### config.mk
export PLATFORM = sky130hd
export DESIGN_NAME = skyline_layer
export DESIGN_NICKNAME = d
export VERILOG_FILES = /design/src/rtl/skyline_layer.sv
export SDC_FILE = /design/constraint.sdc
export NUM_CORES = 1
export LEC_CHECK = 0
export BUFFER_PORTS_ARGS = -buffer_cell sky130_fd_sc_hd__buf_2
export CELL_PAD_IN_SITES_DETAIL_PLACEMENT = 1
export CELL_PAD_IN_SITES_GLOBAL_PLACEMENT = 1
export CORE_ASPECT_RATIO = 1.1
export CORE_MARGIN = 3
export CORE_UTILIZATION = 40
export DETAILED_ROUTE_END_ITERATION = 6
export MAX_ROUTING_LAYER = met4
export PLACE_DENSITY = 0.74
export SLEW_MARGIN = 20
export SYNTH_ARGS = -nofsm -noshare
export SYNTH_HDL_FRONTEND = slang
export SYNTH_SLANG_ARGS = --single-unit
export TNS_END_PERCENT = 5
### constraint.sdc
create_clock -name clk -period 1.9 [get_ports clk]
set_clock_uncertainty 0.05 [all_clocks]
set_input_delay 0.285 -clock clk [delete_from_list [all_inputs] [get_ports clk]]
set_output_delay 0.285 -clock clk [all_outputs]
set_load 0.01 [all_outputs]
### src/rtl/skyline_layer.sv
// Per-pixel skyline layer classifier: LFSR-driven column heights, per-line
// cutoff from the line number, and a per-frame horizontal scroll offset.
module skyline_layer #(
  parameter int       COL_SHIFT  = 3,
  parameter int       ROW_SHIFT  = 4,
  parameter int       BASE_LINE  = 112,
  parameter bit [8:0] LFSR_SEED  = 9'h1FF,
  parameter int       SCROLL_DIV = 1
) (
  input  logic       clk,
  input  logic       rst,
  input  logic       line_start,
  input  logic       frame_start,
  input  logic       pix_en,
  input  logic [9:0] vcount,
  output logic       px_valid,
  output logic [1:0] px_layer
);

  localparam logic [9:0]           BASE_L    = 10'(BASE_LINE);
  localparam logic [7:0]           PRESC_TOP = 8'(SCROLL_DIV - 1);
  localparam logic [COL_SHIFT-1:0] COL_ONE   = COL_SHIFT'(1);

  logic [8:0]           lfsr_q, lfsr_d;
  logic [8:0]           lfsr_base_q, lfsr_base_d;
  logic [COL_SHIFT-1:0] col_cnt_q, col_cnt_d;
  logic [COL_SHIFT-1:0] cnt_base_q, cnt_base_d;
  logic [7:0]           presc_q, presc_d;
  logic [4:0]           cutoff_q, cutoff_d;
  logic                 row_edge_q, row_edge_d;
  logic                 px_valid_q, px_valid_d;
  logic [1:0]           px_layer_q, px_layer_d;

  logic [9:0] line_off;
  logic [9:0] row_idx;
  logic [4:0] cutoff_calc;
  logic       row_edge_calc;
  logic       building;
  logic       edge_px;

  function automatic logic [8:0] lfsr_step(input logic [8:0] l);
    return {l[7:0], l[8] ^ l[4]};
  endfunction

  // Line geometry: height steps above BASE_LINE, saturated at the full 16-step height.
  always_comb begin
    line_off      = vcount - BASE_L;
    row_idx       = line_off >> ROW_SHIFT;
    cutoff_calc   = (row_idx >= 10'd16) ? 5'd16 : (row_idx[4:0] + 5'd1);
    row_edge_calc = (line_off[ROW_SHIFT-1:0] == '0) || (&line_off[ROW_SHIFT-1:0]);
  end

  always_comb begin
    building = ({1'b0, lfsr_q[3:0]} < cutoff_q);
    edge_px  = building && (row_edge_q || (col_cnt_q == '0) || (col_cnt_q == COL_ONE));
  end

  always_comb begin
    lfsr_d      = lfsr_q;
    lfsr_base_d = lfsr_base_q;
    col_cnt_d   = col_cnt_q;
    cnt_base_d  = cnt_base_q;
    presc_d     = presc_q;
    cutoff_d    = cutoff_q;
    row_edge_d  = row_edge_q;
    px_valid_d  = pix_en;
    px_layer_d  = 2'd0;

    if (frame_start) begin
      if (presc_q == PRESC_TOP) begin
        presc_d    = 8'd0;
        cnt_base_d = cnt_base_q + COL_ONE;
        if (&cnt_base_q) begin
          lfsr_base_d = lfsr_step(lfsr_base_q);
        end
      end else begin
        presc_d = presc_q + 8'd1;
      end
    end

    // Line reload reads the base registers before any same-cycle frame update.
    if (line_start) begin
      lfsr_d    = lfsr_base_q;
      col_cnt_d = cnt_base_q;
      if (vcount < BASE_L) begin
        cutoff_d   = 5'd0;
        row_edge_d = 1'b0;
      end else begin
        cutoff_d   = cutoff_calc;
        row_edge_d = row_edge_calc;
      end
    end else if (pix_en) begin
      px_layer_d = edge_px ? 2'd2 : (building ? 2'd1 : 2'd0);
      col_cnt_d  = col_cnt_q + COL_ONE;
      if (&col_cnt_q) begin
        lfsr_d = lfsr_step(lfsr_q);
      end
    end
  end

  always_ff @(posedge clk) begin
    if (rst) begin
      lfsr_q      <= LFSR_SEED;
      lfsr_base_q <= LFSR_SEED;
      col_cnt_q   <= '0;
      cnt_base_q  <= '0;
      presc_q     <= 8'd0;
      cutoff_q    <= 5'd0;
      row_edge_q  <= 1'b0;
      px_valid_q  <= 1'b0;
      px_layer_q  <= 2'd0;
    end else begin
      lfsr_q      <= lfsr_d;
      lfsr_base_q <= lfsr_base_d;
      col_cnt_q   <= col_cnt_d;
      cnt_base_q  <= cnt_base_d;
      presc_q     <= presc_d;
      cutoff_q    <= cutoff_d;
      row_edge_q  <= row_edge_d;
      px_valid_q  <= px_valid_d;
      px_layer_q  <= px_layer_d;
    end
  end

  assign px_valid = px_valid_q;
  assign px_layer = px_layer_q;

endmodule
# Yosys cells after proc, flatten, opt, wreduce, memory -nomap -nowiden
# Index checks and enable logic that the tools add are counted.
[word_totals]
ff_bits = 41
latchBits = 0
mem_bits_rw = 0
mem_bits_ro = 0
in_bits = 15
out_inout_bits = 3
word_cells = 49
mem_count = 0
[classes]
addsub = 5
mul = 0
div = 0
magnitude_cmp = 3
n_eq_ne = 1
n_shift = 0
mux = 11
bitwise = 3
n_reduce_logical = 16
[ops]
columns = ["cell", "count"]
rows = [
  ["$mux 9", 3],
  ["$lt 10x7->1 const B", 1],
  ["$mux 5", 2],
  ["$sub 10x7->10 const B", 1],
  ["$add 8x1->8 const B", 1],
  ["$logic_not 8->1", 1],
  ["$mux 8", 1],
  ["$add 3x1->3 const B", 2],
  ["$ge 6x5->1 const B", 1],
  ["$mux 3", 2],
  ["$add 5x1->5 const B", 1],
  ["$lt 4x5->1", 1],
  ["$reduce_and 5->1", 1],
  ["$logic_not 4->1", 1],
  ["$reduce_and 2->1", 2],
  ["$reduce_and 4->1", 1],
  ["$reduce_bool 2->1", 2],
  ["$reduce_or 4->1", 1],
  ["$eq 3x1->1 const B", 1],
  ["$logic_not 3->1", 1],
  ["$logic_or 1x1->1", 3],
  ["$reduce_and 3->1", 1],
  ["$reduce_or 3->1", 1],
  ["$mux 1", 2],
  ["4 further kinds", 5],
]

# Longest topological paths before layout
[depth]
ltp_word = 5
mapped_depth = 7
mapped_depth_nobuf = 6

# Worst setup path after synthesis
# No wires, ideal clock.
[synth_timing]
path_type = "register -> register"
start = "register col_cnt_q[0]"
end = "register lfsr_q[5]"
setup_time_ns = 0.130
arrival_time_ns = 1.450
required_time_ns = 1.720
slack_ns = 0.271
stages_incl_launch_ff = 7
path_buffers = 0
period_less_slack_ns = 1.629
cell_sequence = "dfxtp_1 -> ha_1 -> ha_1 -> nand2_1 -> mux2_2 -> mux2i_1 -> nand2_1"
[synth_via]
elab_chain_len = 3
[synth_lines]
columns = ["item", "line_no", "text"]
rows = [
  ["start, declared", "26", "logic [COL_SHIFT-1:0] col_cnt_q, col_cnt_d;"],
  ["start signal, assigned", "115", "col_cnt_q <= col_cnt_d;"],
  ["$reduce_and 3->1", "95", "if (&col_cnt_q) begin"],
  ["$reduce_bool 2->1 (no line)", "--", ""],
  ["$reduce_and 2->1 (no line)", "--", ""],
  ["end signal, assigned", "113", "lfsr_q <= lfsr_d;"],
  ["end, declared", "24", "logic [8:0] lfsr_q, lfsr_d;"],
]
# No other way between the ends.
# A chain may end at the register's enable or synchronous reset.

# Worst setup path after layout
[layout_timing]
start = "register presc_q[1]"
end = "register lfsr_base_q[1]"
[layout_via]
elab_chain_len = 2
[layout_lines]
columns = ["item", "line_no", "text"]
rows = [
  ["start, declared", "28", "logic [7:0] presc_q, presc_d;"],
  ["start signal, assigned", "117", "presc_q <= presc_d;"],
  ["$logic_not 8->1", "70", "if (presc_q == PRESC_TOP) begin"],
  ["$reduce_and 5->1 (no line)", "--", ""],
  ["end signal, assigned", "114", "lfsr_base_q <= lfsr_base_d;"],
  ["end, declared", "25", "logic [8:0] lfsr_base_q, lfsr_base_d;"],
]
# No other way between the ends.

==> results.py <==
metrics = {
    "run_status": {
        "run_status": "finished, final reports clean",
    },
    "clocking": {
        "tritoncts.num_buffers": 5,
        "postCtsSetupRepairBufs": 0,
        "cts_root_buffer": "clkbuf_8",
        "clock_sinks": 41,
        "cts_tree": "done",
        "cts_buffer_depth": 2,
        "clkTransAtPathRegs_ns": 0.08,
        "htree_levels": 2,
        "clkLatencyLatePin_ns": 0.29,
    },
    "logic_synthesis": {
        "seq_area_frac_synth_pct": 39.8,
        "yosysWarnings": 0,
        "synth_edf_count": 0,
        "ys_ff_latch": 41,
        "synthCells": 220,
        "async_flop_share_pct": 0,
        "synth_top_area_cell": "dfxtp_1",
        "synth_area_um2": 2060,
        "synth-main-ff-cell": "dfxtp_1",
        "ys_types": 35,
        "syn_area_per_cell_um2": 9.38,
        "syn-num-nets": 248,
        "synthDominantCellAreaShare_pct": 39.8,
        "synthTopCellsByArea": "dfxtp_1, mux2i_1, ha_1",
    },
    "setup_path": {
        "arrival_ns": 1.81,
        "crit_type": "flip-flop to flip-flop",
        "endpoint_kind": "flip-flop",
        "cp_max_fo": 10,
        "worst_ep_required_time_ns": 2.03,
        "critPathLaunchType": "flip-flop",
    },
    "sta": {
        "final.period_utilization_pct": 88.2,
        "setup_viol": 0,
        "rsz0062_at_grt": "no",
        "final.setup.tns_ns": 0,
        "fmax_mhz": 597,
        "fin_crit_ns": 1.68,
        "slew_headroom_pct": 63.1,
        "hold_viol_final": 0,
        "tightestPinTransition_ns": 0.554,
        "drv_slew": 0,
    },
    "die": {
        "rows": 26,
        "design.die.area_um2": 6060,
        "io_pins": 18,
        "fp.dieW_um": 74.5,
        "initial_core_util_pct": 42.9,
        "core_um2": 4810,
        "dieHeight_um": 81.3,
    },
    "global_routing": {
        "grt_pass1_wl_um": 6960,
        "grt_max_degree": 29,
        "first_global_vias": 1559,
        "grt_usage_pct": 15.4,
        "grt.overflow.total": 0,
        "grt_antenna_before_repair": 0,
    },
    "route": {
        "vias_per_cell": 5.18,
        "wl_per_cell_um": 13.3,
        "met3_length_um": 100,
        "routed_wl_um": 3910,
        "wl_met2_um": 1880,
        "drt-met1-wl_um": 1880,
        "drc_errors": 0,
        "num_vias": 1518,
        "drtPass1Iterations": 4,
        "maxUsedRoutingLayer": "met4",
        "drtIter0Drc": 55,
        "ant_nets": 0,
    },
    "pwr": {
        "ir_drop_mv": 0.518,
        "p_leak_nw": 0.953,
        "finalPower_w": 0.00161,
        "power.density_nw_per_um2": 713,
    },
    "hold_path": {
        "hold_class": "input pin to flip-flop",
    },
    "layout": {
        "final_nets": 264,
        "final_cell_mix": "dfxtp_1, nand2_1, nor2_1",
        "final_common_cell": "dfxtp_1",
        "num-fill-cells": 578,
        "area_growth_pct": 9.82,
        "diodes": 0,
        "drive_gt1_share_pct": 16.9,
        "final_util_pct": 47.1,
    },
    "placement": {
        "gp_congestion": 0.740,
        "place_hpwl_um": 2960,
        "port-buffer-count": 17,
    },
    "flow_run": {
        "cap_viol_max_count": 0,
    },
}
## cells by family after synthesis
group	after synthesis	synth area share (%)
AND/OR/NAND/NOR	78	19.8
flip-flops	41	39.8
multiplexers	27	13.6
AO/OA/AOI/OAI	25	7.58
buffers and inverters	19	4.18
XOR/XNOR	17	7.22
adder cells (fa/ha/maj)	13	7.88
## sequential cells by signal, summed over array words and instances, names as in the netlist
register / count
px_valid: 1
row_edge_q: 1
cutoff_q: 5
lfsr_q: 9
presc_q: 8
lfsr_base_q: 9
px_layer: 2
cnt_base_q: 3
col_cnt_q: 3
## cell usage after synthesis, types with 2 or more instances
master / count
dfxtp_1: 41
nand2_1: 26
nor2_1: 21
mux2i_1: 19
a21oi_1: 13
ha_1: 13
xnor2_1: 10
inv_1: 9
mux2_2: 8
xor2_1: 7
nand2b_1: 6
nand4_1: 6
clkbuf_1: 5
nand3_1: 5
nor2b_1: 4
buf_2: 3
o211ai_1: 3
a21o_1: 2
nor3b_1: 2
nor4b_4: 2
## worst paths after layout
| check | slack (ns) | endpoint | start | cells past startpoint |
|---|---|---|---|---|
| worst max-delay path | 0.22 | lfsr_base_q[1] | presc_q[1] | 6 |
| worst min-delay path | 0.27 | col_cnt_q[1] | rst | 2 |
| worst max register to register | 0.22 | lfsr_base_q[1] | presc_q[1] | 6 |
| worst min register to register | 0.43 | cutoff_q[1] | cutoff_q[1] | 2 |
## through the flow
stage               area (um^2)  hold WS, ns  std cells  setup slack [ns]
detailed placement         2180        0.420        285             0.135
floorplan                  2060        0.314        220             0.271
finish                     2270        0.270        293             0.224
global route               2270        0.289        293            0.0753
global placement           2180        0.415        285             0.176
CTS                        2260        0.266        293             0.111
## critical path: stages, from the launching register on
cell,delay (ns)
dfxtp_1,0.36
inv_1,0.07
ha_1,0.15
nor4b_4,0.30
nand3_2,0.32
mux2i_1,0.25
nand2_1,0.07
## power by group
| group | leakage [nW] | internal, W | switching (W) | total, W |
|---|---|---|---|---|
| clock network | 0.0450 | 0.000255 | 0.000291 | 0.000545 |
| registers | 0.333 | 0.000879 | 0.0000150 | 0.000894 |
| logic | 0.575 | 0.0000775 | 0.0000984 | 0.000176 |
## layout make-up
cell class | count | area [um^2] | area share, %
Clock inverter | 2 | 10.0 | 0.442
Tap cell | 56 | 70.1 | 3.09
Clock buffer | 6 | 72.6 | 3.20
Sequential cell | 41 | 821 | 36.2
Multi-Input combinational cell | 160 | 1160 | 51.1
Inverter | 9 | 33.8 | 1.49
Timing Repair Buffer | 19 | 100 | 4.42
## per-layer routing
| layer | global-route usage, % | vias to the layer above |
|---|---|---|
| met3 | 4.08 | 5 |
| met2 | 24.3 | 13 |
| li1 | - | 783 |
| met4 | 6.05 | 0 |
| met5 | - | - |
| met1 | 18.7 | 717 |
## timing repair
action                                  CTS  global route
endpoints found under the hold margin     0             0
endpoints found under the setup margin    0             6
resized for setup                         0             1
hold buffers                              0             0
No activity file was read; power rests on OpenSTA's default activity.
